[src/rtl/reg_file_sb_pkg.sv]
// Shared defaults for the scoreboarded register file: data width,
// register count, read-port count and the address-width derivation.
package reg_file_sb_pkg;

   localparam int XLEN_DEF  = 32;
   localparam int NREGS_DEF = 32;
   localparam int NRD_DEF   = 2;

   // Address width for a register file of nregs entries (never below 1 bit).
   function automatic int addr_width(input int nregs);
      return (nregs > 1) ? $clog2(nregs) : 1;
   endfunction

endpackage

[src/rtl/reg_file_sb_rdport.sv]
// One combinational read port: register mux, same-cycle write forwarding
// and the busy lookup. A forwarded write hides the busy bit because the
// operand it delivers is the value the pending producer is writing now.
module reg_file_sb_rdport
   import reg_file_sb_pkg::*;
#(
   parameter int XLEN   = XLEN_DEF,
   parameter int NREGS  = NREGS_DEF,
   parameter int BYPASS = 1,
   parameter int AW     = addr_width(NREGS_DEF)
) (
   input  logic                   rst,
   input  logic [NREGS*XLEN-1:0]  reg_flat,
   input  logic [NREGS-1:0]       busy,
   input  logic [AW-1:0]          raddr,
   input  logic                   write0,
   input  logic [AW-1:0]          waddr0,
   input  logic [XLEN-1:0]        wdata0,
   input  logic                   write1,
   input  logic [AW-1:0]          waddr1,
   input  logic [XLEN-1:0]        wdata1,
   output logic [XLEN-1:0]        rdata,
   output logic                   rbusy
);

   logic hit0;
   logic hit1;

   // Forwarding hits never apply to register 0 or while reset is held.
   always_comb begin
      hit0 = (BYPASS != 0) && !rst && write0 && (waddr0 == raddr) && (raddr != '0);
      hit1 = (BYPASS != 0) && !rst && write1 && (waddr1 == raddr) && (raddr != '0);
   end

   // Read data: port 1 forwarding beats port 0, both beat the stored value.
   always_comb begin
      rdata = reg_flat[int'(raddr)*XLEN +: XLEN];
      if (hit1)
         rdata = wdata1;
      else if (hit0)
         rdata = wdata0;
      if (rst)
         rdata = '0;
   end

   // Busy flag for this operand, masked by an active forwarding write.
   always_comb begin
      rbusy = busy[raddr] && !hit0 && !hit1 && !rst;
   end

endmodule

[src/rtl/reg_file_sb.sv]
// Two-write, NRD-read register file with a per-register busy scoreboard.
// Register 0 is hard-wired to zero and never becomes busy. PENDING is the
// registered population count of busy bits.
module reg_file_sb
   import reg_file_sb_pkg::*;
#(
   parameter int XLEN   = XLEN_DEF,
   parameter int NREGS  = NREGS_DEF,
   parameter int NRD    = NRD_DEF,
   parameter int BYPASS = 1,
   localparam int AW    = addr_width(NREGS)
) (
   input  logic                CLOCK,
   input  logic                RESET,
   input  logic                WRITE0,
   input  logic                WRITE1,
   input  logic [AW-1:0]       INADDRESS0,
   input  logic [AW-1:0]       INADDRESS1,
   input  logic [XLEN-1:0]     IN0,
   input  logic [XLEN-1:0]     IN1,
   input  logic [NRD*AW-1:0]   OUTADDRESS,
   output logic [NRD*XLEN-1:0] OUT,
   input  logic                ISSUE,
   input  logic [AW-1:0]       ISSUEADDRESS,
   output logic [NRD-1:0]      BUSY,
   output logic [AW:0]         PENDING
);

   logic [XLEN-1:0]       regs [1:NREGS-1];
   logic [NREGS*XLEN-1:0] reg_flat;
   logic [NREGS-1:0]      busy;
   logic [NREGS-1:0]      busy_next;
   logic [AW:0]           count_next;
   logic [AW:0]           pending;

   // Register storage; port 1 is applied last so it wins a same-address clash.
   always_ff @(posedge CLOCK or posedge RESET) begin
      if (RESET) begin
         for (int i = 1; i < NREGS; i++) regs[i] <= '0;
      end else begin
         for (int i = 1; i < NREGS; i++) begin
            if (WRITE1 && (INADDRESS1 == AW'(i)))
               regs[i] <= IN1;
            else if (WRITE0 && (INADDRESS0 == AW'(i)))
               regs[i] <= IN0;
         end
      end
   end

   // Flatten storage for the read ports, with register 0 tied to zero.
   always_comb begin
      reg_flat = '0;
      for (int i = 1; i < NREGS; i++) reg_flat[i*XLEN +: XLEN] = regs[i];
   end

   // Next busy vector: writeback clears, issue sets, and issue is applied
   // last so a new producer keeps ownership over a retiring one.
   always_comb begin
      busy_next = busy;
      for (int i = 1; i < NREGS; i++) begin
         if ((WRITE0 && (INADDRESS0 == AW'(i))) || (WRITE1 && (INADDRESS1 == AW'(i))))
            busy_next[i] = 1'b0;
         if (ISSUE && (ISSUEADDRESS == AW'(i)))
            busy_next[i] = 1'b1;
      end
      busy_next[0] = 1'b0;
   end

   // Population count of the next busy vector, registered alongside it.
   always_comb begin
      count_next = '0;
      for (int i = 0; i < NREGS; i++) count_next = count_next + (AW+1)'(busy_next[i]);
   end

   // Scoreboard state and its pending count.
   always_ff @(posedge CLOCK or posedge RESET) begin
      if (RESET) begin
         busy    <= '0;
         pending <= '0;
      end else begin
         busy    <= busy_next;
         pending <= count_next;
      end
   end

   assign PENDING = pending;

   for (genvar k = 0; k < NRD; k++) begin : g_rd
      reg_file_sb_rdport #(
         .XLEN   (XLEN),
         .NREGS  (NREGS),
         .BYPASS (BYPASS),
         .AW     (AW)
      ) u_rdport (
         .rst    (RESET),
         .reg_flat (reg_flat),
         .busy   (busy),
         .raddr  (OUTADDRESS[k*AW +: AW]),
         .write0 (WRITE0),
         .waddr0 (INADDRESS0),
         .wdata0 (IN0),
         .write1 (WRITE1),
         .waddr1 (INADDRESS1),
         .wdata1 (IN1),
         .rdata  (OUT[k*XLEN +: XLEN]),
         .rbusy  (BUSY[k])
      );
   end

endmodule

[config.mk]
export PLATFORM = sky130hd
export DESIGN_NAME = reg_file_sb
export DESIGN_NICKNAME = d
export VERILOG_FILES = /design/src/rtl/reg_file_sb_pkg.sv /design/src/rtl/reg_file_sb_rdport.sv /design/src/rtl/reg_file_sb.sv
export SDC_FILE = /design/constraint.sdc
export NUM_CORES = 2
export LEC_CHECK = 0
export CAP_MARGIN = 20
export CELL_PAD_IN_SITES_DETAIL_PLACEMENT = 0
export CELL_PAD_IN_SITES_GLOBAL_PLACEMENT = 1
export CORE_AREA = 2 2 386 388
export CTS_CLUSTER_DIAMETER = 50
export DETAILED_ROUTE_END_ITERATION = 8
export DIE_AREA = 0 0 388 390
export PLACE_DENSITY = 0.82
export SETUP_SLACK_MARGIN = 0.1
export SYNTH_ARGS = -nofsm -noshare
export SYNTH_HDL_FRONTEND = slang
export SYNTH_SLANG_ARGS = --single-unit
[constraint.sdc]
create_clock -name CLOCK -period 45.3 [get_ports CLOCK]
set_input_delay 6.795 -clock CLOCK [delete_from_list [all_inputs] [get_ports CLOCK]]
set_output_delay 6.795 -clock CLOCK [all_outputs]
set_load 0.03 [all_outputs]
==> flow_metrics.tcl <==
set metrics [dict create \
    status "completed" \
    io_buffers 165 \
    setup_viol 0 \
    slowest_stage "a2111oi_0" \
    async_flop_share_pct 100 \
    h-tree-depth 4 \
    grt_pass1_vias 54800 \
    antenna_left 0 \
    antenna_found_initial 6 \
    synth_area_leader_cell "dfrtp_1" \
    power.density_mw_per_mm2 48.6 \
    clock_latency_ns 0.78 \
    clk_pin_slew_ns 0.05 \
    cts-root-buf "clkbuf_16" \
    grt_max_degree 153 \
    min_period_ns 18.81 \
    nNetsFinal 6444 \
    syn_nets 6760 \
    synth-edff-count 0 \
    wl_per_cell_microns 32.4 \
    tightestPinTransition_ns 1.19 \
    cts_setup_buffers 0 \
    synth.avg_cell_area_sq_um 10.1 \
    drive_gt1_share_pct 16.1 \
    syn2layout_area_growth_pct 9.80 \
    peakVddDrop_v 0.0000951 \
    whs_ns 0.592 \
    synth_top_flop_cell "dfrtp_1" \
    initial_utilization_pct 45.8 \
    cts_buffers 132 \
    grt_pass1_wl_microns 395000 \
    die-area_sq_mm 0.151 \
    num_rows 141 \
    total_power_mw 3.59 \
    fp.dieH_microns 390 \
    clock_path_buffers 3 \
    cp_top_family "buffers and inverters" \
    io_pins 166 \
    overflow 0 \
    path_max_fanout 62 \
    syn_inst 6636 \
    finalHoldViolCount 0 \
    crit_type "primary input to output pin" \
    cts_hold_buf 0 \
    final.setup.tns_ns 0 \
    netlist_area_sq_mm 0.0673 \
    place_hpwl_microns 160000 \
    yosys.cell_types.count 68 \
    path_buf_inv 4 \
    fin_skew_ns 0.0126 \
    ys_seq_elements 1029 \
    die_width_microns 388 \
    path_cells "buf_8, buf_4, xor2_1, nor4_1, and2_4, buf_4, nor4_1, a2111oi_0, clkdlybuf4s50_1" \
    track_usage_pct 35.5 \
    synthTopCellsByArea "dfrtp_1, mux2i_1, mux4_2, a21oi_1, o21ai_0" \
    startpoint_type "primary input" \
    gp_congestion 0.999 \
    cts_tree "done" \
    routed_wl_microns 271000 \
    fin_area_sq_mm 0.0739 \
    required_ns 38.51 \
    n_fill_cell 13100 \
    placed_area_sq_mm 0.0693 \
    final.period_utilization_pct 41.5 \
    arrival_ns 12.01 \
    rsz0062_at_grt "false" \
    viasPerCell 6.83 \
    p_leak_nw 32.1 \
    ys.warnings.count 0 \
    cts_resized 0 \
    yosysTopAreaCellShare_pct 38.2 \
    yosysSeqAreaShare_pct 38.2 \
    core_sq_mm 0.147 \
    max_slew_margin_pct 20.4 \
    max_stage_delay_ns 0.95 \
    first_iter_violations 8954 \
    drc 0 \
    firstDrtPassIters 6 \
    cts_sinks 1029 \
    holdCritPathClass "flop to flop" \
    endpoint_kind "output pin" \
    maxCapViolCount 0 \
    finalMaxSlewViolations 0 \
    num_vias 57100 \
    clock.fmax_mhz 53.2 \
]
sequential cells by signal, indices dropped and copies added (netlist names):
register,flops
PENDING,6
busy,31
reg_flat,992
kinds of logic after synthesis:
| group | after synthesis | synth area share, % |
|---|---|---|
| AND/OR/NAND/NOR | 1647 | 10.3 |
| flip-flops | 1029 | 38.2 |
| AO/OA/AOI/OAI | 1468 | 12.5 |
| adder cells (fa/ha/maj) | 30 | 0.814 |
| multiplexers | 1571 | 31.6 |
| XOR/XNOR | 23 | 0.299 |
| buffers and inverters | 868 | 6.25 |
worst min-delay path: stages, from the launching register on:
cell	delay, ns
dfrtp_1	0.36
mux2i_1	0.07
o21ai_0	0.13
layer usage:
metal | track usage (%) | vias up | routed length (microns)
li1 | - | 23500 | -
met1 | 46.6 | 28000 | 99700
met2 | 50.7 | 4539 | 115000
met3 | 11.7 | 1045 | 38600
met4 | 21.6 | 8 | 17900
met5 | 0 | - | 47
area by class of cell:
type | count | area [sq um] | area share [%]
diodes | 5 | 12.5 | 0.0169
clock buffers | 177 | 3720 | 5.03
clock inverters | 61 | 753 | 1.02
inverters | 48 | 188 | 0.254
multi-input cells | 4739 | 37800 | 51.2
flip-flops and latches | 1029 | 25700 | 34.8
well taps | 1930 | 2410 | 3.27
repair buffers | 370 | 3250 | 4.40
path summary, 6_finish.rpt:
path                                           start                        end  slack [ns]  depth (start not counted)
min in group asynchronous                      RESET   reg_flat[41]$_DFFE_PP0P_        6.65                          3
max                                    OUTADDRESS[5]                    OUT[59]       26.49                          9
max reg2reg                        busy[6]$_DFF_PP0_       PENDING[4]$_DFF_PP0_       39.89                         17
max in group asynchronous                      RESET  reg_flat[600]$_DFFE_PP0P_       35.42                          6
min reg2reg                reg_flat[600]$_DFFE_PP0P_  reg_flat[600]$_DFFE_PP0P_        0.59                          2
min                        reg_flat[600]$_DFFE_PP0P_  reg_flat[600]$_DFFE_PP0P_        0.59                          2
synthesized netlist by cell type, types with 14 or more instances:
cell	n
xor2_1	21
nor2b_1	31
a2111oi_1	16
mux4_2	351
mux2_2	152
nor3_1	137
a211oi_1	30
nor4_1	60
mux2i_1	1008
inv_1	46
o22ai_1	108
nand2b_1	26
buf_2	160
a22o_1	57
a32oi_1	14
nor2_1	621
buf_1	94
a221oi_1	57
a21oi_1	569
nand3_1	18
fa_1	23
buf_4	72
mux4_1	57
a22oi_1	17
o21ai_0	544
nand2_1	685
buf_6	29
clkbuf_1	434
dfrtp_1	1029
cell usage in the layout, fill, tap and decap left out, types with 60 or more instances in the layout:
master,count
mux2i_1,1008
buf_4,193
o22ai_1,108
o21ai_0,544
nor2_1,600
mux2_2,152
mux4_2,351
nor3_1,134
clkdlybuf4s50_1,156
nand2_1,648
clkbuf_16,135
dfrtp_1,1029
a21oi_1,569
nor4_1,60
where the power goes:
group,internal [mW],leakage (nW),switching [mW]
Combinational,0.549,17.4,0.568
Clock,0.658,2.18,0.443
Sequential,1.17,12.5,0.202
Total,2.38,32.1,1.21
through the flow:
stage,std cells,setup slack (ns),utilization [%]
2_1_floorplan,6636,15.26,-
3_3_place_gp,8107,26.65,47.1
3_5_place_dp,8107,26.61,47.1
4_1_cts,8345,26.62,50.2
5_1_grt,8354,26.42,50.2
6_report,8359,26.49,50.2
Note: power is estimated with default switching activity, not from simulation.
